--- src/rtl/alu_status_unit.sv ---
// Status register, flag-based branch resolution, overflow trap handshake and
// saturating overflow event counter sitting behind the 32-bit ALU.
module alu_status_unit (
   input  logic        clk,
   input  logic        rst_n,
   input  logic [31:0] alu_sum,
   input  logic        zout,
   input  logic        nout,
   input  logic        overflow,
   input  logic        flag_we,
   input  logic        ovf_en,
   input  logic [31:0] pc,
   input  logic        br_en,
   input  logic [2:0]  cond,
   input  logic        trap_ack,
   output logic [2:0]  status,
   output logic [31:0] last_sum,
   output logic        branch_taken,
   output logic        trap_req,
   output logic [31:0] epc,
   output logic [7:0]  ovf_cnt
);

   typedef enum logic {
      TRAP_IDLE,
      TRAP_PEND
   } trap_state_t;

   trap_state_t state;
   trap_state_t state_next;

   logic flag_z;
   logic flag_n;
   logic flag_v;
   logic cond_true;
   logic ovf_evt;

   // Overflow only matters for signed arithmetic that also writes the flags.
   assign ovf_evt = flag_we & ovf_en & overflow;

   assign status = {flag_v, flag_n, flag_z};

   always_ff @(posedge clk or negedge rst_n) begin
      if (!rst_n) begin
         flag_z   <= 1'b0;
         flag_n   <= 1'b0;
         flag_v   <= 1'b0;
         last_sum <= 32'd0;
      end else if (flag_we) begin
         flag_z   <= zout;
         flag_n   <= nout;
         flag_v   <= overflow & ovf_en;
         last_sum <= alu_sum;
      end
   end

   // Branch decisions look only at the registered flags, never at this cycle's ALU flags.
   always_comb begin
      cond_true = 1'b0;
      case (cond)
         3'b000:  cond_true = 1'b0;
         3'b001:  cond_true = flag_z;
         3'b010:  cond_true = ~flag_z;
         3'b011:  cond_true = flag_n;
         3'b100:  cond_true = ~flag_n;
         3'b101:  cond_true = flag_v;
         3'b110:  cond_true = flag_n ^ flag_v;
         default: cond_true = 1'b1;
      endcase
   end

   assign branch_taken = br_en & cond_true & ~trap_req;

   always_ff @(posedge clk or negedge rst_n) begin
      if (!rst_n) begin
         state <= TRAP_IDLE;
      end else begin
         state <= state_next;
      end
   end

   // trap_req decodes straight from the state so an async reset drops it at once.
   always_comb begin
      state_next = state;
      trap_req   = 1'b0;
      case (state)
         TRAP_IDLE: begin
            if (ovf_evt) begin
               state_next = TRAP_PEND;
            end
         end
         TRAP_PEND: begin
            trap_req = 1'b1;
            if (trap_ack) begin
               state_next = TRAP_IDLE;
            end
         end
         default: state_next = TRAP_IDLE;
      endcase
   end

   always_ff @(posedge clk or negedge rst_n) begin
      if (!rst_n) begin
         epc <= 32'd0;
      end else if ((state == TRAP_IDLE) && ovf_evt) begin
         epc <= pc;
      end
   end

   // Counts every qualified event regardless of trap state; sticks at the top.
   always_ff @(posedge clk or negedge rst_n) begin
      if (!rst_n) begin
         ovf_cnt <= 8'd0;
      end else if (ovf_evt && (ovf_cnt != 8'hFF)) begin
         ovf_cnt <= ovf_cnt + 8'd1;
      end
   end

endmodule

--- config.mk ---
export PLATFORM = sky130hd
export DESIGN_NAME = alu_status_unit
export DESIGN_NICKNAME = d
export VERILOG_FILES = /design/src/rtl/alu_status_unit.sv
export SDC_FILE = /design/constraint.sdc
export NUM_CORES = 1
export LEC_CHECK = 0
export ABC_AREA = 1
export BUFFER_PORTS_ARGS = -buffer_cell sky130_fd_sc_hd__buf_2
export CORE_MARGIN = 10
export CORE_UTILIZATION = 45
export CTS_BUF_LIST = sky130_fd_sc_hd__clkbuf_16
export CTS_CLUSTER_SIZE = 28
export DETAILED_ROUTE_END_ITERATION = 8
export MAX_ROUTING_LAYER = met4
export PLACE_DENSITY = 0.78
export SETUP_SLACK_MARGIN = 0.5
export SLEW_MARGIN = 20
export SYNTH_ARGS = -nofsm -noshare
export SYNTH_HDL_FRONTEND = slang
export SYNTH_SLANG_ARGS = --single-unit
--- constraint.sdc ---
create_clock -name clk -period 1.82 [get_ports clk]
set_clock_uncertainty 0.15 [all_clocks]
set_input_delay 0.364 -clock clk [delete_from_list [all_inputs] [get_ports clk]]
set_output_delay 0.364 -clock clk [all_outputs]
set_load 0.1 [all_outputs]
==> load_flow_metrics.sql, run 1 <==
INSERT INTO impl_metrics (metric_group, metric, value, unit) VALUES
('critical_path', 'critPathLaunchType', 'register', ''),
('floorplanning', 'placement_rows', '30', ''),
('critical_path', 'r2r_end', 'epc[4]$_DFFE_PN0P_', ''),
('sta', 'grt_setup_unrepaired', 'yes', ''),
('sta', 'final-max-slew-violation-count', '0', ''),
('clock_network', 'number_of_buffers_on_the_longest_clock_path', '2', ''),
('power', 'total_leakage_power', '2.94', 'nW'),
('clock_network', 'cts_tree', 'built', ''),
('sta', 'worst_pin_slew', '0.403', 'ns'),
('placement', 'place_ws', '0.163', 'ns'),
('sta', 'fin_ws', '-0.201', 'ns'),
('cells_and_area', 'final.fill_count', '280', ''),
('placement', 'post_dp_cell_area', '4200', 'sq um'),
('global_route', 'grt_antenna_before_repair', '1', ''),
('global_route', 'wire_length_of_the_first_global_routing_pass', '19700', 'um'),
('synth', 'syn-instance-count', '312', ''),
('route', 'drt_first_iter_violations', '178', ''),
('placement', 'portBuffers', '152', ''),
('placement', 'final_weighted_congestion_in_routability_driven_placement', '0.809', ''),
('synth', 'postSynthNetCount', '389', ''),
('route', 'routed_wirelength', '14200', 'um'),
('floorplanning', 'pin_count', '153', ''),
('route', 'routedWlPerCell', '23.7', 'um'),
('route', 'drc', '0', ''),
('cells_and_area', 'area_growth', '87.2', '%'),
('clock_network', 'clock_latency', '0.34', 'ns'),
('cells_and_area', 'multiInputGateArea', '1320', 'sq um'),
('critical_path', 'cp_top_family', 'flip-flops', ''),
('synth', 'synth_seq_area_share', '0.586', ''),
('cells_and_area', 'num-nets-final', '574', ''),
('critical_path', 'critical_path.max_stage_delay', '0.44', 'ns'),
('floorplanning', 'initial_core_utilization', '0.470', ''),
('critical_path', 'crit_path_frequent_cell', 'nand2_1', ''),
('sta', 'setup_viol', '1', ''),
('critical_path', 'r2r_setup_slack', '0.08', 'ns'),
('clock_network', 'max_h_tree_level', '3', ''),
('clock_network', 'buffer_type_at_the_clock_tree_root', 'clkbuf_16', ''),
('sta', 'report.final.hold_viol_count', '0', ''),
('critical_path', 'worst-r2r-cell-count', '5', ''),
('critical_path', 'crit-reg2reg-launch', 'state$_DFF_PN0_', ''),
('placement', 'detailed_place_hpwl', '6910', 'um'),
('synth', 'netlist_area', '3250', 'sq um'),
('floorplanning', 'placeableCoreArea', '6910', 'sq um'),
('global_route', 'grtUsageTotal', '0.234', ''),
('synth', 'synth_warnings', '0', ''),
('synth', 'unique_masters_post_synth', '23', ''),
('clock_network', 'clock-sinks', '76', ''),
('global_route', 'grt_overflow', '0', ''),
('min_path', 'min_from', 'alu_sum[19]', ''),
('run', 'max_cap_viol_count', '0', ''),
('sta', 'final.setup.tns', '-0.201', 'ns'),
('cells_and_area', 'final_core_utilization', '0.880', ''),
('route', 'drt_pass1_iterations', '5', ''),
('critical_path', 'maximum_net_fanout_on_the_critical_path', '4', ''),
('synth', 'syn_area_per_cell', '10.4', 'sq um'),
('critical_path', 'worstPathArrival', '1.51', 'ns'),
('power', 'powerDensity', '1380', 'nW/um^2'),
('sta', 'maxClockFrequency', '0.495', 'GHz'),
('status', 'failed_checks', 'negative setup slack', ''),
('floorplanning', 'die_area', '11000', 'sq um'),
('critical_path', 'worstPathBufferInverterCount', '1', ''),
('sta', 'layout_min_cycle_time', '2.02', 'ns'),
('status', 'run_status', 'finished with violations', ''),
('sta', 'relSlewSlack', '0.731', ''),
('route', 'vias', '3189', ''),
('min_path', 'hold_end', 'last_sum[19]$_DFFE_PN0P_', ''),
('critical_path', 'crit_chain', 'nand2_1 -> nand2_1 -> nand2_1 -> nand3_2 -> a21oi_4 -> buf_12', ''),
('cells_and_area', 'final-seq-area', '2020', 'sq um'),
('clock_network', 'clock_buffers_created_by_tritoncts', '9', ''),
('route', 'drt-vias-per-instance', '5.32', ''),
('synth', 'ys_ff_latch', '76', '');
[area by class of cell]
type | count | area share
sequential | 76 | 0.332
timing repair buffer | 189 | 0.366
inverter | 14 | 0.0119
tap | 96 | 0.0198
multi-input combinational | 207 | 0.217
antenna | 1 | 0.000412
clock inverter | 7 | 0.0163
clock buffer | 9 | 0.0371
[per-layer routing]
layer	routed length (um)	GRT usage	vias to the layer above
met3	706	0.0528	43
met1	5090	0.239	1585
met4	565	0.118	0
li1	-	-	1378
met2	7830	0.411	183
met5	0	-	-
[cell families (layout without fill, tap and decap cells)]
logic type / Yosys count / count (layout) / share of synthesized area
multiplexers: 32 / 32 / 0.111
AND/OR/NAND/NOR: 164 / 165 / 0.224
adder cells (fa/ha/maj): 1 / 1 / 0.00385
flip-flops: 76 / 76 / 0.586
buffers and inverters: 30 / 219 / 0.0574
AO/OA/AOI/OAI: 6 / 6 / 0.00964
other: 0 / 1 / 0
XOR/XNOR: 3 / 3 / 0.00810
[stage by stage]
| stage | total power, mW | cells | hold slack, ns |
|---|---|---|---|
| detailed placement | 5.03 | 549 | 0.266 |
| global placement | 4.98 | 549 | 0.257 |
| finish | 8.39 | 599 | 0.102 |
| global route | 8.59 | 599 | 0.115 |
| CTS | 8.02 | 582 | 0.0849 |
| floorplan | 4.50 | 312 | -0.0816 |
[synth_stat cells]
master,n,share of area
nand2_1,110,0.13
dfrtp_1,76,0.59
nand3_1,37,0.057
mux2_2,32,0.11
inv_1,12,0.014
buf_4,7,0.016
nor2_1,7,0.0081
buf_6,6,0.021
o21ai_0,4,0.0062
clkbuf_1,3,0.0035
nand2_4,3,0.010
nand2_2,2,0.0039
nor2_4,2,0.0069
xnor2_1,2,0.0054
a21oi_1,1,0.0015
clkinv_1,1,0.0012
ha_1,1,0.0039
inv_4,1,0.0019
nand3b_1,1,0.0023
nand4_1,1,0.0019
nor2_8,1,0.0062
o22ai_1,1,0.0019
xor2_1,1,0.0027
[sequential cells by signal (all words and copies together) (netlist names)]
register,flops
last_sum,32
ovf_cnt,8
epc,32
flag_z,1
flag_n,1
state,1
flag_v,1
[placed cells by master, fill, tap and decap left out, types with 2 or more instances in the layout]
master	instances
bufinv_16	2
nand3_2	2
nand3_1	35
nor2_4	2
nand2_4	11
nand2_1	93
mux2_2	32
nor2_1	6
o21ai_0	3
buf_4	31
clkbuf_16	9
buf_6	6
clkinv_4	4
buf_2	74
dfrtp_2	67
inv_1	10
nand2_2	11
buf_12	77
dfrtp_4	8
[where the power goes]
group	total, mW	internal [mW]	switching (mW)	leakage (nW)
sequential	2.36	2.01	0.347	0.843
clock	1.97	1.21	0.761	0.158
combinational	4.06	1.46	2.60	1.94
total	8.39	4.68	3.71	2.94
[worst max-delay path by stage]
stage	startpoint	to	cells past startpoint
floorplan	state$_DFF_PN0_	branch_taken	5
global placement	cond[1]	branch_taken	7
detailed placement	cond[1]	branch_taken	8
CTS	state$_DFF_PN0_	branch_taken	6
global route	flag_n$_DFFE_PN0P_	branch_taken	7
finish	flag_v$_DFFE_PN0P_	branch_taken	6
[what timing repair did]
item	in CTS	in global routing
setup buffers	15	16
pin swaps	6	12
gates resized for setup	314	34
gates cloned	1	0
endpoints found under the setup margin	117	118
hold buffers	1	0
hold endpoints to repair	76	0
Power figures use the tool's default switching activity.
==> inputs of run 2 (changes only) <==
- CORE_UTILIZATION: 45 -> 46
- PLACE_DENSITY: 0.78 -> 0.79
==> run 2 against run 1 <==
Effect of this change:
- the flow still finishes with violations (negative setup slack)
- non-clock buffer count rose by 5
- wire length rose by 4.9%
- combinational power barely moved
- clock power fell by 19%
- register-to-register slack improved by 0.13 ns
- critical path type unchanged
- largest cell class unchanged
- highest routed layer unchanged
==> load_flow_metrics.sql, run 2 (synthesis gave the netlist of run 1 again) <==
INSERT INTO impl_metrics (metric_group, metric, value, unit) VALUES
('global_route', 'grt_antenna_before_repair', '1', ''),
('route', 'drt_first_iter_violations', '202', ''),
('cells_and_area', 'fin_cells', '604', ''),
('floorplanning', 'placement_rows', '30', ''),
('status', 'failed_checks', 'negative setup slack', ''),
('status', 'run_status', 'finished with violations', ''),
('clock_network', 'number_of_buffers_on_the_longest_clock_path', '2', ''),
('cells_and_area', 'reg.largest.list', 'epc (32), last_sum (32), ovf_cnt (8)', ''),
('placement', 'detailed_place_hpwl', '6840', 'um'),
('sta', 'report.final.hold_viol_count', '0', ''),
('sta', 'setup_viol', '1', ''),
('floorplanning', 'die_area', '10800', 'sq um'),
('critical_path', 'worst-endpoint-required', '1.31', 'ns'),
('critical_path', 'maximum_net_fanout_on_the_critical_path', '4', ''),
('floorplanning', 'pin_count', '153', ''),
('route', 'vias', '3300', ''),
('sta', 'grt_setup_unrepaired', 'yes', ''),
('clock_network', 'clock_latency', '0.33', 'ns'),
('placement', 'portBuffers', '152', ''),
('route', 'routedWlPerCell', '24.7', 'um'),
('run', 'max_cap_viol_count', '0', ''),
('sta', 'final-max-slew-violation-count', '0', ''),
('sta', 'fin_ws', '-0.209', 'ns'),
('sta', 'worst_pin_slew', '0.405', 'ns'),
('critical_path', 'critPathCaptureType', 'output pin', ''),
('route', 'routed_wirelength', '14900', 'um'),
('critical_path', 'criticalPathCategory', 'reg2out', ''),
('floorplanning', 'fp.dieH', '104', 'um'),
('power', 'ir_worst_vdd', '0.00101', 'V'),
('global_route', 'vias_in_the_first_global_route', '3378', ''),
('clock_network', 'buffer_type_at_the_clock_tree_root', 'clkbuf_16', ''),
('cells_and_area', 'multiInputGateArea', '1470', 'sq um'),
('power', 'powerDensity', '1290', 'nW/um^2'),
('sta', 'fin_worst_hold_slack', '0.0882', 'ns'),
('global_route', 'grt_start_max_net_pins', '77', ''),
('cells_and_area', 'layout.cells.most_common', 'buf_12', ''),
('floorplanning', 'initial_core_utilization', '0.475', ''),
('sta', 'relSlewSlack', '0.730', ''),
('floorplanning', 'fp.dieW', '104', 'um'),
('floorplanning', 'placeableCoreArea', '6830', 'sq um'),
('clock_network', 'clock-sinks', '76', ''),
('clock_network', 'max_h_tree_level', '3', ''),
('route', 'drt_pass1_iterations', '4', ''),
('sta', 'maxClockFrequency', '0.493', 'GHz'),
('global_route', 'grt_overflow', '0', ''),
('cells_and_area', 'final.fill_count', '252', ''),
('global_route', 'wire_length_of_the_first_global_routing_pass', '19000', 'um'),
('clock_network', 'clock_buffers_created_by_tritoncts', '9', ''),
('global_route', 'grtUsageTotal', '0.227', ''),
('critical_path', 'critPathLaunchType', 'register', ''),
('route', 'drt-vias-per-instance', '5.46', ''),
('clock_network', 'clk_pin_slew', '0.06', 'ns'),
('cells_and_area', 'mostFrequentLayoutCells', 'buf_12, buf_2, dfrtp_2, nand2_1, nand2_2', ''),
('cells_and_area', 'final-seq-area', '2010', 'sq um'),
('critical_path', 'worstPathArrival', '1.52', 'ns'),
('cells_and_area', 'final_layout_size_suffix_gt1_frac', '0.773', ''),
('power', 'total_leakage_power', '2.97', 'nW'),
('cells_and_area', 'num-nets-final', '580', ''),
('route', 'drc', '0', ''),
('placement', 'placedCellCount', '548', ''),
('route', 'ant_nets', '0', ''),
('min_path', 'timing.hold.worst.class', 'in2reg', ''),
('sta', 'timing.final.crit_share', '1.12', ''),
('sta', 'layout_min_cycle_time', '2.03', 'ns'),
('placement', 'final_weighted_congestion_in_routability_driven_placement', '0.795', ''),
('cells_and_area', 'area_growth', '92.7', '%'),
('clock_network', 'cts_tree', 'built', '');
==> run 2: cell count changes in the layout (fill, tap and decap cells not counted), sizes merged <==
cell / change
clkinvlp: +1
bufinv: -2
buf: +5
nand2: +1
==> run 2: power by group <==
group	switching (mW)	internal (mW)
Sequential	0.387	2.02
Combinational	2.61	1.46
Clock	0.695	0.903
==> run 2: final cells by class <==
type,count,area share
clock inverters,6,0.00540
inverters,14,0.0112
clock buffers,9,0.0360
well taps,96,0.0192
flip-flops and latches,76,0.322
diodes,1,0.000400
repair buffers,194,0.371
multi-input cells,208,0.235
==> run 2: worst paths after layout <==
path                                   startpoint                endpoint  slack (ns)  depth (start not counted)
min in group asynchronous                   rst_n     epc[27]$_DFFE_PN0P_        0.44                          3
hold reg to reg               epc[19]$_DFFE_PN0P_     epc[19]$_DFFE_PN0P_        0.37                          2
hold / removal                           trap_ack         state$_DFF_PN0_        0.09                          2
setup reg to reg           ovf_cnt[1]$_DFFE_PN0P_  ovf_cnt[6]$_DFFE_PN0P_        0.21                          8
max in group asynchronous                   rst_n  ovf_cnt[5]$_DFFE_PN0P_        0.72                          3
setup / recovery               flag_n$_DFFE_PN0P_            branch_taken       -0.21                          7
==> run 2: layer usage <==
| metal | track usage | share of wire | up-vias |
|---|---|---|---|
| met5 | - | 0 | - |
| met4 | 0.0924 | 0.046 | 0 |
| met3 | 0.0520 | 0.055 | 56 |
| met2 | 0.411 | 0.55 | 194 |
| met1 | 0.230 | 0.35 | 1662 |
| li1 | - | - | 1388 |
==> run 2: timing repair <==
action / in CTS / in global routing
hold buffers: 1 / 0
hold endpoints to repair: 76 / 0
setup endpoints to repair: 117 / 118
pin swaps: 7 / 53
buffers inserted: 15 / 22
gates resized for setup: 322 / 79
gates cloned: 1 / 1
==> run 2: per-stage QoR <==
stage / power (mW) / cell area, sq um / setup WS [ns] / util / setup TNS [ns]
after floorplan: 4.50 / 3390 / -0.177 / - / -0.177
after global placement: 4.98 / 4210 / 0.172 / 0.616 / 0
after detailed placement: 5.04 / 4210 / 0.127 / 0.616 / 0
after CTS: 7.66 / 5800 / -0.104 / 0.848 / -0.104
after global routing: 8.30 / 6250 / -0.240 / 0.915 / -0.240
final: 8.07 / 6250 / -0.209 / 0.915 / -0.209
==> run 2: worst max-delay path, cell delays in order, from the launching register on <==
cell and delay [ns]:
dfrtp_1 0.45, inv_2 0.06, nand3_1 0.07, nand2_1 0.07, nand2_1 0.09, nand2_2 0.08, a21oi_4 0.16, buf_12 0.20
